<file path="src/rtl/module_calc.sv">
// module_calc: four-function keypad calculator FSM with digit entry, chaining and overflow trap.
// Define MODULE_CALC_SUB_EN to enable key 13 as subtract with signed results.
module module_calc #(
    parameter int RESULT_WIDTH = 14,
    parameter int MAX_DIGITS   = 4
) (
    input  logic                    clk,
    input  logic                    rst,
    input  logic [3:0]              key_code,
    input  logic                    key_pulse,
    output logic [RESULT_WIDTH-1:0] display_value,
    output logic                    negative,
    output logic                    result_valid,
    output logic                    result_pulse,
    output logic                    overflow
);
`ifdef MODULE_CALC_SUB_EN
    localparam bit SUB_EN = 1'b1;
`else
    localparam bit SUB_EN = 1'b0;
`endif
    localparam int W  = RESULT_WIDTH + 2;
    localparam int CW = $clog2(MAX_DIGITS + 1);
    localparam logic signed [W-1:0] MAXV = W'(10 ** MAX_DIGITS - 1);
    localparam logic signed [W-1:0] TEN  = W'(10);
    localparam logic [3:0] K_ADD = 4'd10, K_EQ = 4'd11, K_CLR = 4'd12, K_SUB = 4'd13, K_BS = 4'd14;

    typedef enum logic [2:0] {IDLE, ENTER_A, OP_WAIT, ENTER_B, RESULT, ERROR} state_t;

    state_t                  state_q, state_d;
    logic signed [W-1:0]     a_q, a_d, b_q, b_d;
    logic [CW-1:0]           ca_q, ca_d, cb_q, cb_d;
    logic                    sub_q, sub_d;
    logic [RESULT_WIDTH-1:0] disp_q, disp_d;
    logic                    neg_q, neg_d, valid_q, valid_d, pulse_q, pulse_d, ovf_q, ovf_d;

    logic signed [W-1:0] dig, cur, cur_ext, cur_bs, rhs, acc, mag;
    logic [CW-1:0]       cnt, cnt_ext, cnt_bs;
    logic                entering, is_dig, is_op, do_calc, live;

    assign live     = key_pulse && key_code != K_CLR && state_q != ERROR;
    assign is_dig   = key_code < 4'd10;
    assign is_op    = key_code == K_ADD || (SUB_EN && key_code == K_SUB);
    assign entering = state_q == ENTER_A || state_q == ENTER_B;
    assign dig      = {{(W-4){1'b0}}, key_code};
    assign cur      = state_q == ENTER_A ? a_q : b_q;
    assign cnt      = state_q == ENTER_A ? ca_q : cb_q;
    // Leading zeros leave the operand at 0 and do not consume a digit slot.
    assign cur_ext  = (cur <<< 3) + (cur <<< 1) + dig;
    assign cnt_ext  = cnt + CW'(cur != '0 || key_code != 4'd0);
    assign cur_bs   = cur / TEN;
    assign cnt_bs   = cnt - CW'(cnt != '0);
    assign rhs      = state_q == OP_WAIT ? a_q : b_q;
    assign acc      = sub_q ? a_q - rhs : a_q + rhs;
    assign mag      = acc[W-1] ? -acc : acc;
    assign do_calc  = live && ((is_op && state_q == ENTER_B) ||
                      (key_code == K_EQ && (state_q == ENTER_B || state_q == OP_WAIT)));

    always_comb begin
        state_d = state_q;
        a_d     = a_q;
        b_d     = b_q;
        ca_d    = ca_q;
        cb_d    = cb_q;
        sub_d   = sub_q;
        disp_d  = disp_q;
        neg_d   = neg_q;
        valid_d = valid_q;
        ovf_d   = ovf_q;
        pulse_d = 1'b0;
        if (key_pulse && key_code == K_CLR) begin
            state_d = IDLE;
            a_d     = '0;
            b_d     = '0;
            ca_d    = '0;
            cb_d    = '0;
            sub_d   = 1'b0;
            disp_d  = '0;
            neg_d   = 1'b0;
            valid_d = 1'b0;
            ovf_d   = 1'b0;
        end else if (live && is_dig) begin
            if (state_q == IDLE || state_q == RESULT || state_q == OP_WAIT) begin
                state_d = state_q == OP_WAIT ? ENTER_B : ENTER_A;
                if (state_q == OP_WAIT) begin
                    b_d  = dig;
                    cb_d = CW'(key_code != 4'd0);
                end else begin
                    a_d  = dig;
                    ca_d = CW'(key_code != 4'd0);
                end
                disp_d  = RESULT_WIDTH'(key_code);
                valid_d = 1'b0;
                neg_d   = 1'b0;
            end else if (entering && cnt < CW'(MAX_DIGITS)) begin
                if (state_q == ENTER_A) begin
                    a_d  = cur_ext;
                    ca_d = cnt_ext;
                end else begin
                    b_d  = cur_ext;
                    cb_d = cnt_ext;
                end
                disp_d = cur_ext[RESULT_WIDTH-1:0];
            end
        end else if (live && key_code == K_BS && entering) begin
            if (state_q == ENTER_A) begin
                a_d  = cur_bs;
                ca_d = cnt_bs;
            end else begin
                b_d  = cur_bs;
                cb_d = cnt_bs;
            end
            disp_d = cur_bs[RESULT_WIDTH-1:0];
        end else if (live && is_op && state_q != IDLE) begin
            sub_d   = key_code == K_SUB;
            state_d = OP_WAIT;
        end
        // Result path overrides the operator latch above for chained ENTER_B ops.
        if (do_calc) begin
            pulse_d = 1'b1;
            b_d     = '0;
            cb_d    = '0;
            if (mag > MAXV) begin
                state_d = ERROR;
                ovf_d   = 1'b1;
                disp_d  = '0;
                valid_d = 1'b0;
                neg_d   = 1'b0;
            end else begin
                state_d = key_code == K_EQ ? RESULT : OP_WAIT;
                a_d     = acc;
                disp_d  = mag[RESULT_WIDTH-1:0];
                neg_d   = acc[W-1];
                valid_d = 1'b1;
            end
        end
    end

    always_ff @(posedge clk or posedge rst) begin
        if (rst) begin
            state_q <= IDLE;
            a_q     <= '0;
            b_q     <= '0;
            ca_q    <= '0;
            cb_q    <= '0;
            sub_q   <= 1'b0;
            disp_q  <= '0;
            neg_q   <= 1'b0;
            valid_q <= 1'b0;
            pulse_q <= 1'b0;
            ovf_q   <= 1'b0;
        end else begin
            state_q <= state_d;
            a_q     <= a_d;
            b_q     <= b_d;
            ca_q    <= ca_d;
            cb_q    <= cb_d;
            sub_q   <= sub_d;
            disp_q  <= disp_d;
            neg_q   <= neg_d;
            valid_q <= valid_d;
            pulse_q <= pulse_d;
            ovf_q   <= ovf_d;
        end
    end

    assign display_value = disp_q;
    assign negative      = SUB_EN & neg_q;
    assign result_valid  = valid_q;
    assign result_pulse  = pulse_q;
    assign overflow      = ovf_q;
endmodule

</file>
<file path="config.mk">
export PLATFORM = sky130hd
export DESIGN_NAME = module_calc
export DESIGN_NICKNAME = d
export VERILOG_FILES = /design/src/rtl/module_calc.sv
export SDC_FILE = /design/constraint.sdc
export NUM_CORES = 1
export LEC_CHECK = 0
export BUFFER_PORTS_ARGS = -buffer_cell sky130_fd_sc_hd__buf_4
export CAP_MARGIN = 20
export CORE_MARGIN = 3
export CORE_UTILIZATION = 55
export CTS_BUF_LIST = sky130_fd_sc_hd__clkbuf_2 sky130_fd_sc_hd__clkbuf_4 sky130_fd_sc_hd__clkbuf_8
export CTS_CLUSTER_SIZE = 25
export DETAILED_ROUTE_END_ITERATION = 8
export PLACE_DENSITY = 0.75
export SLEW_MARGIN = 20
export SYNTH_ARGS = -nofsm -noshare
export SYNTH_HDL_FRONTEND = slang
export SYNTH_SLANG_ARGS = --single-unit
</file>
<file path="constraint.sdc">
create_clock -name clk -period 12.2 [get_ports clk]
set_input_delay 2.44 -clock clk [delete_from_list [all_inputs] [get_ports clk]]
set_output_delay 2.44 -clock clk [all_outputs]
set_load 0.02 [all_outputs]
</file>
Word level (Yosys, flattened, before mapping)
Cells that the tools add are included.
{"block": "word_totals", "register_bits": 59, "in_bits": 7, "out_inout_bits": 18, "elab_cells": 149}
{"block": "op_classes", "add_sub_neg": 7, "div_mod_pow": 1, "order_cmp": 3, "n_eq_ne": 21, "muxes": 70, "reduce_logical": 37}
{"operator": "two-way mux 16 bit", "count": 23}
{"operator": "two-way mux 14 bit", "count": 7}
{"operator": "two-way mux 3 bit", "count": 26}
{"operator": "adder 16 bit", "count": 2}
{"operator": "nonzero test 3 bit", "count": 7}
{"operator": "equality test 4 bit, second input constant", "count": 5}
{"operator": "adder 16 x 5 -> 16 bit", "count": 1}
{"operator": "divider 16 x 5 -> 16 bit, second input constant", "count": 1}
{"operator": "greater-than comparator 16 x 15 -> 1 bit, second input constant", "count": 1}
{"operator": "negation 16 bit", "count": 1}
{"operator": "nonzero test 16 bit", "count": 1}
{"operator": "subtractor 16 bit", "count": 1}
{"operator": "two-way mux 1 bit", "count": 13}
{"operator": "logical AND 1 bit", "count": 12}
{"operator": "!= test 4 x 2 -> 1 bit, second input constant", "count": 3}
{"operator": "!= test 4 bit, second input constant", "count": 3}
{"operator": "nonzero test 4 bit", "count": 3}
{"operator": "AND reduction 5 bit", "count": 2}
{"operator": "equality test 3 x 2 -> 1 bit, second input constant", "count": 2}
{"operator": "logical OR 1 bit", "count": 6}
{"operator": "AND reduction 3 bit", "count": 2}
{"operator": "!= test 5 x 3 -> 1 bit, second input constant", "count": 1}
{"operator": "!= test 5 bit, second input constant", "count": 1}
{"operator": "< comparator 4 bit, second input constant", "count": 1}
{"operator": "12 further kinds", "count": 14}

Longest topological paths before layout
{"block": "logic_depth", "word_depth": 11, "mapped_depth": 37, "mapped_depth_nobuf": 30}

Worst setup path after synthesis
Ideal clock, no wire load.
{"block": "synth_timing", "kind": "reg-to-reg", "startpoint": "register state_q[2]", "endpoint": "register disp_q[10] (netlist: display_value[10])", "setup_ps": 127, "arrival_time_ps": 7348, "required_ps": 12073, "slack_ps": 4725, "stages_incl_launch_ff": 34, "path_buffers": 4, "synth_period_minus_slack_ps": 7475, "path_cell_list": "dfrtp_1 clkbuf_1 or3b_1 buf_2 buf_1 nand2_1 o21ai_0 inv_1 ha_1 or4b_1 buf_2 a21oi_4 a21oi_1 o22a_1 nor4_1 a311oi_2 and4_1 a32o_1 a221o_1 mux2i_1 a221o_1 nand2_2 mux2_2 a221o_2 nand2_2 o31a_1 o2111ai_2 or2_1 ha_1 and3_1 a41oi_1 xor2_1 a221oi_1 nor2_1"}
{"block": "synth_via", "elab_chain_cells": 9, "word_cells_on_any_way": 42, "cone_classes": "add/sub (5); div (1); order compare (2); eq/ne (6); mux (12); reduce/logical (16)"}
{"element": "from (decl)", "line": "30", "source": "state_t state_q, state_d;"}
{"element": "from (signal assigned)", "line": "153", "source": "state_q <= state_d;"}
{"element": "parallel branches: the longest is 9 deep, another holds divider 16 x 5 -> 16 bit"}
{"element": "to (signal assigned)", "line": "159", "source": "disp_q <= disp_d;"}
{"element": "to (decl)", "line": "34", "source": "logic [RESULT_WIDTH-1:0] disp_q, disp_d;"}
Parallel ways; which one is timed is not known. The select of a mux whose other input is x is not followed.
A chain may end at the register's enable or synchronous reset.

Final worst setup path
{"block": "layout_timing", "startpoint": "register state_q[1]", "endpoint": "register disp_q[10] (netlist: display_value[10])"}
Same word-level chain as after synthesis.

==> summary.md <==
| Metric | Value |
|---|---|
| Starting Density | `57.1%` |
| Crit Path Max Fanout | `21` |
| CTS sink cnt | `59` |
| Boundary Pins | `25` |
| Worst path bufs/invs | `2` |
| Final setup viols | `0` |
| Setup Buffers After CTS | `0` |
| Setup slack, reg-to-reg | `slightly below 4 ns` |
| DRT Wirelength | `approximately 26000 µm` |
| Ys async rst share | `100%` |
| WP data arrival | `around 8.6 ns` |
| Post-synth EDFFs | `0` |
| Via density | `6.70` |
| Max-slew violations | `0` |
| Min-delay worst type | `reg2reg` |
| Sequential cell area fraction in the yosys report | `between 15 and 20%` |
| Crit. End Element | `flip-flop` |
| Die Span Y | `approximately 130 µm` |
| DR pass1 iterations | `7` |
| Worst slew pin tran | `1.02 ns` |
| Final ANT Viol Nets | `0` |
| IO buf count | `23` |
| Post-synthesis register bit count | `between 50 and 60` |
| GRT overflow | `0` |
| Worst path required time | `between 10 and 15 ns` |
| Post-route DRC | `0` |
| Number of hold buffers added after CTS | `0` |
| Initial antenna violation count | `0` |
| Latest clock arrival within the worst-skew pair | `~0.36 ns` |
| Wire per inst | `around 20 µm` |
| Syn avg cell area | `about 7.5 µm²` |
| RePlAce Congestion | `roughly 0.95` |
| Total Die Area | `~0.016 mm²` |
| Final worst path period share | `between 60% and 70%` |
| Hold Path Sink | `overflow$_DFF_PP0_` |
| Critical path type | `reg2reg` |
| First-pass GRT wire length | `41700 µm` |
| Yosys cell types | `96` |
| Sum Neg Setup Slack | `0 ns` |
| RSZ-0062 raised after global routing | `no` |
| MaxCap Viol Count | `0` |
| Worst setup path start | `state_q[1]$_DFFE_PP0P_` |
| Iter 0 DRT Violations | `914` |
| Root buf cell | `clkbuf_8` |
| CTS tree | `done` |
| Period minus WS final | `approximately 8.3 ns` |
| Max H-tree Level | `3` |
| Share of layout cells above drive strength 1 | `around 9%` |
| Synth Instances | `~1100` |
| Syn-to-layout area delta | `6.49%` |
| Ant. Diodes | `0` |
| CP Launch Type | `flip-flop` |
| Pin count of the biggest net entering global routing | `60` |
| Clk slew on worst S/H paths | `0.06 ns` |
| Die Width | `roughly 130 µm` |
| CTS buffer count | `9` |
| Maximum clock insertion buffer count | `2` |
| Worst hold start | `overflow$_DFF_PP0_` |
| Most common flop cell mapped by yosys | `dfrtp_1` |
| Setup Skew | `slightly above 0.009 ns` |
| FF-to-FF path depth | `30` |
| R2R Path Start | `state_q[1]$_DFFE_PP0P_` |
| Cell family with the largest share of critical-path delay | `compound AO/OA/AOI/OAI gates` |
| Fillers | `approximately 1300` |
| Reg2reg end | `display_value[10]$_DFFE_PP0P_` |
| Syn Nets | `~1100` |
| Nets | `1138` |
| Hold Fails Final Rpt | `0` |
| Post_cts resized | `0` |
| Via Count | `8461` |
| Multi-input combinational cell area | `roughly 0.0063 mm²` |
| YS warnings | `0` |
| Slowest stage cell, crit path | `a221oi_1` |
| Slowest stage delay, CP | `between 0.6 and 0.7 ns` |
| Mapped cell area | `roughly 0.0081 mm²` |
| Number of global-route vias before repair | `just under 8000` |
| GRT Util Overall | `32.0%` |
| Hold path depth | `2` |
| Max Fclk | `about 120 MHz` |
| DPL Wire Length | `19600 µm` |
| Status | `finished, final reports clean` |
| FP Rows | `between 40 and 50` |
| Worst slew margin | `roughly a third` |
| Seq. cell area | `roughly 0.0015 mm²` |
| Core Footprint | `0.0141 mm²` |
## synthesized netlist by cell type, drive strengths merged, types with 10 or more instances
master    n  area [µm²]
nor3     30         155
o21ai    70         358
nand2b   10        62.6
dfrtp    59        1480
nand3    29         150
a31oi    18         113
a22oi    14         115
and3     11        68.8
nand2   125         477
a221o    13         131
xor2     38         333
nand4    10        62.6
clkbuf   31         116
nor2    121         457
buf      15        83.8
ha       50         626
o211ai   11        97.6
nor4     10        62.6
and2     16         100
a221oi   12         135
mux2i    37         374
inv      46         173
a21oi    69         372
xnor2    51         447
a21boi   15         113
a21o     14         105
## layout make-up
type,count,area share [%]
multi-input combinational,923,72.7
inverter,46,2.01
tap,180,2.62
clock inverter,3,0.465
clock buffer,12,1.70
sequential,59,17.2
timing repair buffer,39,3.40
## worst max-delay path by stage
stage | to | slack, ns | cells past startpoint
floorplan | display_value[10]$_DFFE_PP0P_ | 4.72 | 33
global placement | display_value[10]$_DFFE_PP0P_ | 4.27 | 29
detailed placement | display_value[10]$_DFFE_PP0P_ | 4.06 | 29
CTS | display_value[10]$_DFFE_PP0P_ | 3.98 | 29
global route | display_value[10]$_DFFE_PP0P_ | 3.23 | 30
finish | display_value[10]$_DFFE_PP0P_ | 3.88 | 30
## registers in the layout, indices dropped and copies added, names as in the netlist, 3 cells and up
name           count
display_value     14
state_q            3
b_q               16
cb_q               3
ca_q               3
a_q               16
## layer usage
layer / global-route usage (%) / part of all wire (%) / vias up
met5: 0 / 0 / -
met4: 14.3 / 4.5 / 0
met3: 4.81 / 7.7 / 78
met2: 51.1 / 45 / 388
met1: 43.0 / 42 / 4003
li1: - / - / 3992
## through the flow
step	hold WS, ns	area (µm²)	util [%]	std cells	worst slack (ns)
2_1_floorplan	0.448	8080	-	1074	4.72
6_report	0.481	8610	60.8	1262	3.88
5_1_grt	0.507	8610	60.8	1262	3.23
3_3_place_gp	0.461	8420	59.5	1247	4.27
3_5_place_dp	0.467	8420	59.5	1247	4.06
4_1_cts	0.482	8610	60.8	1262	3.98
## worst reg2reg max path, delay by kind of cell, from the launching register on
kind / cells / cell delay (ns)
xor gates and xnor gates: 2 / 0.32
adders and majority gates: 2 / 0.47
and+or+nand+nor: 8 / 2.08
DFF: 1 / 0.59
buffers and inverters: 2 / 0.36
AOI/OAI and AO/OA: 16 / 4.35
## cells by family after synthesis
group                      Yosys count  share of synthesized area (%)
other                                1                         0.0464
and+or+nand+nor                    397                           23.0
buffers and inverters               92                           4.61
muxes                               43                           5.51
adders and majority gates           53                           8.48
xor gates and xnor gates            89                           9.64
AOI/OAI and AO/OA                  340                           30.4
DFF                                 59                           18.3
## layout by cell type (no fill, tap or decap), types with 28 or more instances in the layout
cell type	synthesis	final
nand3_1	28	28
nor2_1	120	120
xor2_1	38	38
xnor2_1	51	51
mux2i_1	36	35
o21ai_0	48	48
a21oi_1	66	65
dfrtp_1	59	59
ha_1	50	50
buf_4	3	39
nand2_1	122	122
inv_1	45	44
nor3_1	29	29
Power is left out: the tool's default activity adds up to more than one toggle a clock period on the data nets, which glitch-free logic cannot reach.
